**src/rtl/branch_resolve_pkg.sv**
```systemverilog
// ---------------------------------------------------------------------------
// rv32imc_types
// Shared types and constants for the execute-stage branch resolution slice.
//   redirect_t  : registered fetch redirect (valid, pc)
//   bp_update_t : registered predictor update (valid, pc, taken, target)
//   br_state_t  : resolution FSM states (IDLE, HOLD)
//   ILEN32_INC / ILEN16_INC : PC increments for 32-bit / 16-bit instructions
// ---------------------------------------------------------------------------
package rv32imc_types;

    localparam logic [31:0] ILEN32_INC = 32'd4;
    localparam logic [31:0] ILEN16_INC = 32'd2;

    typedef enum logic {
        IDLE = 1'b0,
        HOLD = 1'b1
    } br_state_t;

    typedef struct packed {
        logic        valid;
        logic [31:0] pc;
    } redirect_t;

    typedef struct packed {
        logic        valid;
        logic [31:0] pc;
        logic        taken;
        logic [31:0] target;
    } bp_update_t;

endpackage

```
**src/rtl/branch_resolve_target_calc.sv**
```systemverilog
// ---------------------------------------------------------------------------
// branch_target_calc
// Purely combinational outcome/target/mispredict evaluation for one
// control-flow instruction. No state.
// Ports:
//   is_br, is_jalr      : instruction type (JAL is implied when neither set)
//   compressed          : 16-bit instruction, fall-through is pc+2
//   pc, imm, rs1        : operands for target computation
//   pred_taken/target   : front-end prediction to compare against
//   br_en               : comparator result for conditional branches
//   actual_taken        : resolved direction
//   target              : resolved taken target
//   fall_through        : sequential next PC
//   mispredict          : prediction disagrees with resolution
//   redirect_pc         : PC fetch must restart from on a mispredict
// ---------------------------------------------------------------------------
module branch_target_calc
    import rv32imc_types::*;
(
    input  logic        is_br,
    input  logic        is_jalr,
    input  logic        compressed,
    input  logic [31:0] pc,
    input  logic [31:0] imm,
    input  logic [31:0] rs1,
    input  logic        pred_taken,
    input  logic [31:0] pred_target,
    input  logic        br_en,
    output logic        actual_taken,
    output logic [31:0] target,
    output logic [31:0] fall_through,
    output logic        mispredict,
    output logic [31:0] redirect_pc
);

    logic [31:0] target_base;
    logic [31:0] target_sum;

    // JALR adds to rs1 and clears bit 0; branches and JAL are PC-relative.
    // A taken prediction with the wrong target is still a mispredict.
    always_comb begin
        actual_taken = is_br ? br_en : 1'b1;
        target_base  = is_jalr ? rs1 : pc;
        target_sum   = target_base + imm;
        target       = is_jalr ? (target_sum & 32'hFFFF_FFFE) : target_sum;
        fall_through = pc + (compressed ? ILEN16_INC : ILEN32_INC);
        mispredict   = (actual_taken != pred_taken) ||
                       (actual_taken && (target != pred_target));
        redirect_pc  = actual_taken ? target : fall_through;
    end

endmodule

```
**src/rtl/branch_resolve.sv**
```systemverilog
// ---------------------------------------------------------------------------
// branch_resolve
// Execute-stage branch resolution. Resolves branch/JAL/JALR, issues a
// registered redirect to fetch over valid/ready on a mispredict, flushes
// younger stages on acceptance, then ignores ex_valid for SQUASH_CYCLES
// cycles while wrong-path instructions drain. Every accepted resolve
// produces a one-cycle registered predictor update.
// Optional build macro: BRANCH_PERF_CNT_EN enables saturating performance
// counters; without it perf_br_cnt/perf_mis_cnt are tied to zero.
// Ports:
//   clk, rst_n                     : clock, async active-low reset
//   ex_*                           : execute-stage instruction fields
//   br_en                          : comparator result
//   ex_stall                       : hold execute while a redirect waits
//   redirect_valid/pc/ready        : redirect handshake to fetch
//   flush                          : kill younger stages (redirect accepted)
//   bp_upd_valid/pc/taken/target   : predictor update pulse
//   perf_br_cnt, perf_mis_cnt      : resolve and mispredict counters
// ---------------------------------------------------------------------------
module branch_resolve
    import rv32imc_types::*;
#(
    parameter int SQUASH_CYCLES = 2,
    parameter int CNT_W         = 32
) (
    input  logic             clk,
    input  logic             rst_n,
    input  logic             ex_valid,
    input  logic             ex_is_br,
    input  logic             ex_is_jal,
    input  logic             ex_is_jalr,
    input  logic             ex_compressed,
    input  logic [31:0]      ex_pc,
    input  logic [31:0]      ex_imm,
    input  logic [31:0]      ex_rs1,
    input  logic             ex_pred_taken,
    input  logic [31:0]      ex_pred_target,
    input  logic             br_en,
    output logic             ex_stall,
    output logic             redirect_valid,
    output logic [31:0]      redirect_pc,
    input  logic             redirect_ready,
    output logic             flush,
    output logic             bp_upd_valid,
    output logic [31:0]      bp_upd_pc,
    output logic             bp_upd_taken,
    output logic [31:0]      bp_upd_target,
    output logic [CNT_W-1:0] perf_br_cnt,
    output logic [CNT_W-1:0] perf_mis_cnt
);

    localparam logic [3:0] SQUASH_INIT = 4'(SQUASH_CYCLES);

    br_state_t  state_q,    state_d;
    logic [3:0] squash_q,   squash_d;
    redirect_t  redirect_q, redirect_d;
    bp_update_t bp_upd_q,   bp_upd_d;

    logic        actual_taken;
    logic [31:0] target;
    logic [31:0] fall_through;
    logic        mispredict;
    logic [31:0] calc_redirect_pc;
    logic        accept;

    branch_target_calc u_calc (
        .is_br        (ex_is_br),
        .is_jalr      (ex_is_jalr),
        .compressed   (ex_compressed),
        .pc           (ex_pc),
        .imm          (ex_imm),
        .rs1          (ex_rs1),
        .pred_taken   (ex_pred_taken),
        .pred_target  (ex_pred_target),
        .br_en        (br_en),
        .actual_taken (actual_taken),
        .target       (target),
        .fall_through (fall_through),
        .mispredict   (mispredict),
        .redirect_pc  (calc_redirect_pc)
    );

    // Only a control-flow instruction seen while idle and outside the
    // wrong-path drain window is resolved.
    assign accept = ex_valid && (ex_is_br || ex_is_jal || ex_is_jalr) &&
                    (state_q == IDLE) && (squash_q == 4'd0);

    // Next-state logic: resolve in IDLE, wait for fetch to take the redirect
    // in HOLD, and reload the drain counter on the accepting cycle.
    always_comb begin
        state_d        = state_q;
        squash_d       = squash_q;
        redirect_d     = redirect_q;
        bp_upd_d       = bp_upd_q;
        bp_upd_d.valid = 1'b0;
        flush          = 1'b0;
        ex_stall       = 1'b0;

        if (squash_q != 4'd0) begin
            squash_d = squash_q - 4'd1;
        end

        case (state_q)
            IDLE: begin
                if (accept) begin
                    bp_upd_d.valid  = 1'b1;
                    bp_upd_d.pc     = ex_pc;
                    bp_upd_d.taken  = actual_taken;
                    bp_upd_d.target = target;
                    if (mispredict) begin
                        redirect_d.valid = 1'b1;
                        redirect_d.pc    = calc_redirect_pc;
                        state_d          = HOLD;
                    end
                end
            end
            HOLD: begin
                ex_stall = 1'b1;
                if (redirect_q.valid && redirect_ready) begin
                    flush            = 1'b1;
                    redirect_d.valid = 1'b0;
                    squash_d         = SQUASH_INIT;
                    state_d          = IDLE;
                end
            end
            default: begin
                state_d = IDLE;
            end
        endcase
    end

    // State, redirect and predictor-update registers.
    always_ff @(posedge clk or negedge rst_n) begin
        if (!rst_n) begin
            state_q    <= IDLE;
            squash_q   <= 4'd0;
            redirect_q <= '0;
            bp_upd_q   <= '0;
        end else begin
            state_q    <= state_d;
            squash_q   <= squash_d;
            redirect_q <= redirect_d;
            bp_upd_q   <= bp_upd_d;
        end
    end

    assign redirect_valid = redirect_q.valid;
    assign redirect_pc    = redirect_q.pc;
    assign bp_upd_valid   = bp_upd_q.valid;
    assign bp_upd_pc      = bp_upd_q.pc;
    assign bp_upd_taken   = bp_upd_q.taken;
    assign bp_upd_target  = bp_upd_q.target;

`ifdef BRANCH_PERF_CNT_EN
    logic [CNT_W-1:0] br_cnt_q,  br_cnt_d;
    logic [CNT_W-1:0] mis_cnt_q, mis_cnt_d;

    // Counters stick at all-ones instead of wrapping.
    always_comb begin
        br_cnt_d  = br_cnt_q;
        mis_cnt_d = mis_cnt_q;
        if (accept && (br_cnt_q != '1)) begin
            br_cnt_d = br_cnt_q + CNT_W'(1);
        end
        if (accept && mispredict && (mis_cnt_q != '1)) begin
            mis_cnt_d = mis_cnt_q + CNT_W'(1);
        end
    end

    // Performance counter registers.
    always_ff @(posedge clk or negedge rst_n) begin
        if (!rst_n) begin
            br_cnt_q  <= '0;
            mis_cnt_q <= '0;
        end else begin
            br_cnt_q  <= br_cnt_d;
            mis_cnt_q <= mis_cnt_d;
        end
    end

    assign perf_br_cnt  = br_cnt_q;
    assign perf_mis_cnt = mis_cnt_q;
`else
    assign perf_br_cnt  = '0;
    assign perf_mis_cnt = '0;
`endif

endmodule
```
**config.mk**
```make
export PLATFORM = sky130hd
export DESIGN_NAME = branch_resolve
export DESIGN_NICKNAME = d
export VERILOG_FILES = /design/src/rtl/branch_resolve_pkg.sv /design/src/rtl/branch_resolve_target_calc.sv /design/src/rtl/branch_resolve.sv
export SDC_FILE = /design/constraint.sdc
export NUM_CORES = 1
export LEC_CHECK = 0
export CORE_UTILIZATION = 30
export CTS_CLUSTER_SIZE = 24
export DETAILED_ROUTE_END_ITERATION = 6
export MAX_ROUTING_LAYER = met4
export PLACE_DENSITY = 0.64
export SYNTH_ARGS = -nofsm -noshare
export SYNTH_HDL_FRONTEND = slang
export SYNTH_SLANG_ARGS = --single-unit
```
**constraint.sdc**
```tcl
create_clock -name clk -period 2.9 [get_ports clk]
set_clock_uncertainty 0.2 [all_clocks]
set_input_delay 0.435 -clock clk [delete_from_list [all_inputs] [get_ports clk]]
set_output_delay 0.435 -clock clk [all_outputs]
set_load 0.02 [all_outputs]
```
==> flow_summary.yaml <==
die:
  fp-row-count: 60
  initial_core_util_pct: 30.6
  die_w_um: 168
  die_h_um: 168
  core-area_mm2: 0.0270
  ios: 303
  die_area_mm2: 0.0282
sta:
  finalMaxSlewViolations: 0
  rsz0062_at_grt: "true"
  max_freq_ghz: 0.226
  worstMarginPinSlew_ns: 0.591
  slew_headroom_pct: 60.6
  fin_ws_ns: -1.52
  hold_violations: 0
  fin_crit_sh_pct: 153
  period_needed_ns: 4.42
  setup_viol: 50
synthesis:
  synth_flop_cell: "dfrtp_1"
  synth.top_cells.by_count: "232 x nand2_1, 104 x dfrtp_1, 74 x o21ai_0, 64 x buf_4, 46 x xnor2_1"
  syn_area_mm2: 0.00827
  yosys_warnings: 0
  yosysMostFrequentCell: "nand2_1"
  yosysSeqAreaShare_pct: 31.5
  yosysUniqueCellTypes: 67
  synth_cells: 986
  synth_area_leaders: "dfrtp_1 31%, nand2_1 11%, buf_4 5.8%"
  synth_seq_cells: 104
  syn-mean-instance-area_um2: 8.39
  synth_top_area_share_pct: 31.5
  synth_top_area_cell: "dfrtp_1"
  synthArstFlopShare_pct: 100
  synth-edff-count: 0
final_layout:
  fill_cells: 2516
  antennaDiodeCount: 0
  area_delta_synth_final_pct: 71.0
  final_cells: 1804
  drive_above_1_share_pct: 32.1
  final_cell_area_mm2: 0.0141
  final_nets: 1632
power:
  internal-power_uw: 5720
  vdd_drop_max_v: 0.000347
  seq_power_share_pct: 26.2
  swShare_pct: 41.0
  p_sw_uw: 3970
  powerDensity_mw_per_mm2: 686
  comb_power_share_pct: 60.8
  p_leak_uw: 0.00641
  clock_power_share_pct: 13.0
global_route:
  grt_overflow: 0
  grt_pass1_vias: 8660
  grt_max_degree: 67
  antenna_found_initial: 0
  grt_pass1_wl_um: 48800
  grt_usage_pct: 23.2
drt:
  ant_nets: 0
  vias_per_cell: 4.84
  vias: 8727
  wl_per_cell_um: 17.9
  wirelength_um: 32300
  drt_iter0_drc: 553
  drt_first_pass_iters: 5
  post-route-drc-count: 0
worst_hold_path:
  hold_path.class: "in2reg"
  hold_depth: 3
cts:
  clock_sinks: 104
  clockRootBuffer: "clkbuf_16"
  clock_tree.buffer_depth: 2
  clk_pin_slew_ns: 0.08
  htree_num_levels: 3
  clk_latency_ns: 0.36
  tritoncts: "done"
  cts_buffers: 9
placement:
  hpwl_um: 25200
  port-buffer-count: 238
  placed_area_mm2: 0.0127
  dp.cells: 1752
  gp_congestion: 0.935
setup_path:
  critPathMaxFanout: 17
  required_ns: 2.95
  critPathKind: "in2reg"
  crit_arrival_ns: 4.47
  worst-r2r-cell-count: 10
  critPathLaunchType: "input pin"
  cp-end-kind: "register"
run:
  cap_viol_max_count: 0
outcome:
  failed_checks: "setup timing"
  outcome: "complete, but fails checks"
power groups by stage:
| stage | registers [µW] | logic [µW] | clock network [µW] |
|---|---|---|---|
| 2_1_floorplan | 3280 | 1970 | 0 |
| 3_3_place_gp | 2540 | 5310 | 0 |
| 3_5_place_dp | 2560 | 5380 | 0 |
| 4_1_cts | 2540 | 5720 | 1290 |
| 5_1_grt | 2620 | 6280 | 1340 |
| 6_report | 2540 | 5900 | 1260 |
cells in the final DEF, fill, tap and decap left out, types with 24 or more instances in the layout:
master           Yosys  layout
nand3_1             28      26
mux2_4              28      40
a21oi_1             42      25
dfrtp_1            104     104
buf_4               64     238
clkdlybuf4s50_1      0     212
nand2_1            232     226
xor2_1              38      30
nor2_1              37      33
xnor2_1             46      38
buf_6                4      24
o21ai_0             74      52
conb_1               1      64
logic make-up (layout without fill, tap and decap cells):
family / count (synthesis) / in the layout / share of synthesized area (%)
buf+inv: 131 / 545 / 9.34
flops: 104 / 104 / 31.5
simple gates: 379 / 379 / 20.4
fa+ha+maj: 36 / 36 / 5.63
mux: 65 / 65 / 10.1
compound gates: 185 / 185 / 13.9
other cells: 1 / 64 / 0.0453
xor+xnor: 85 / 85 / 9.17
what timing repair did:
action                                  CTS  global route
hold endpoints to repair                 39             0
pin swaps                                50            61
gates resized for setup                 127            84
hold buffers                              1             0
endpoints found under the setup margin   58            56
cloned                                    3             0
buffers inserted                         23            25
final cells by class:
type / instances / area, µm² / share of cell area, %
multi-input combinational: 814 / 6080 / 43.0
timing repair buffer: 511 / 4680 / 33.1
sequential: 104 / 2600 / 18.4
tap: 341 / 427 / 3.02
clock buffer: 10 / 229 / 1.62
inverter: 18 / 67.6 / 0.478
clock inverter: 6 / 51.3 / 0.363
critical path: stages:
cell and delay (ns):
buf_12 0.09, buf_8 0.19, mux2_4 0.34, ha_4 0.32
nand4_1 0.19, nor3_4 0.27, a221oi_4 0.11, o21ba_4 0.26
o41a_1 0.49, buf_4 0.17, a311oi_2 0.25, nand4_1 0.15
nor4_2 0.28, buf_4 0.17, a31oi_4 0.09, buf_6 0.16
buf_12 0.15, mux2_4 0.30
metal layers:
layer / share of wire (%) / GRT usage, % / vias to the layer above
li1: - / - / 4222
met5: 0 / - / -
met2: 48 / 37.7 / 303
met4: 1.7 / 5.50 / 0
met3: 5.9 / 3.48 / 32
met1: 45 / 30.3 / 4170
flip-flops by register name, indices dropped and copies added (netlist names):
| signal | cells |
|---|---|
| bp_upd_pc | 32 |
| state_q | 1 |
| bp_upd_target | 32 |
| redirect_pc | 32 |
| squash_q | 4 |
| redirect_valid | 1 |
| bp_upd_taken | 1 |
| bp_upd_valid | 1 |
final timing paths:
| path | start | end | slack, ns |
|---|---|---|---|
| worst max-delay path | ex_is_jalr | redirect_pc[11] | -1.52 |
| worst min-delay path | ex_pc[13] | bp_upd_pc[13] | 0.20 |
| worst max register to register | squash_q[0] | redirect_pc[2] | 0.30 |
| worst min register to register | bp_upd_target[18] | bp_upd_target[18] | 0.28 |
| max in group asynchronous | rst_n | redirect_pc[23] | 1.34 |
| min in group asynchronous | rst_n | bp_upd_pc[1] | 0.39 |
stage by stage:
step                worst slack (ns)  setup TNS, ns  total power, µW  utilization [%]  hold WS (ns)
CTS                            -1.63         -55.53             9560             50.7         0.203
finish                         -1.52         -54.36             9700             52.3         0.202
floorplan                      -1.44         -49.52             5250                -       -0.0606
global placement               -2.15         -90.73             7860             46.9         0.250
global route                   -1.70         -61.64            10200             52.3         0.227
detailed placement             -2.20         -92.48             7940             46.9         0.261
Note: power is estimated with default switching activity, not from simulation.
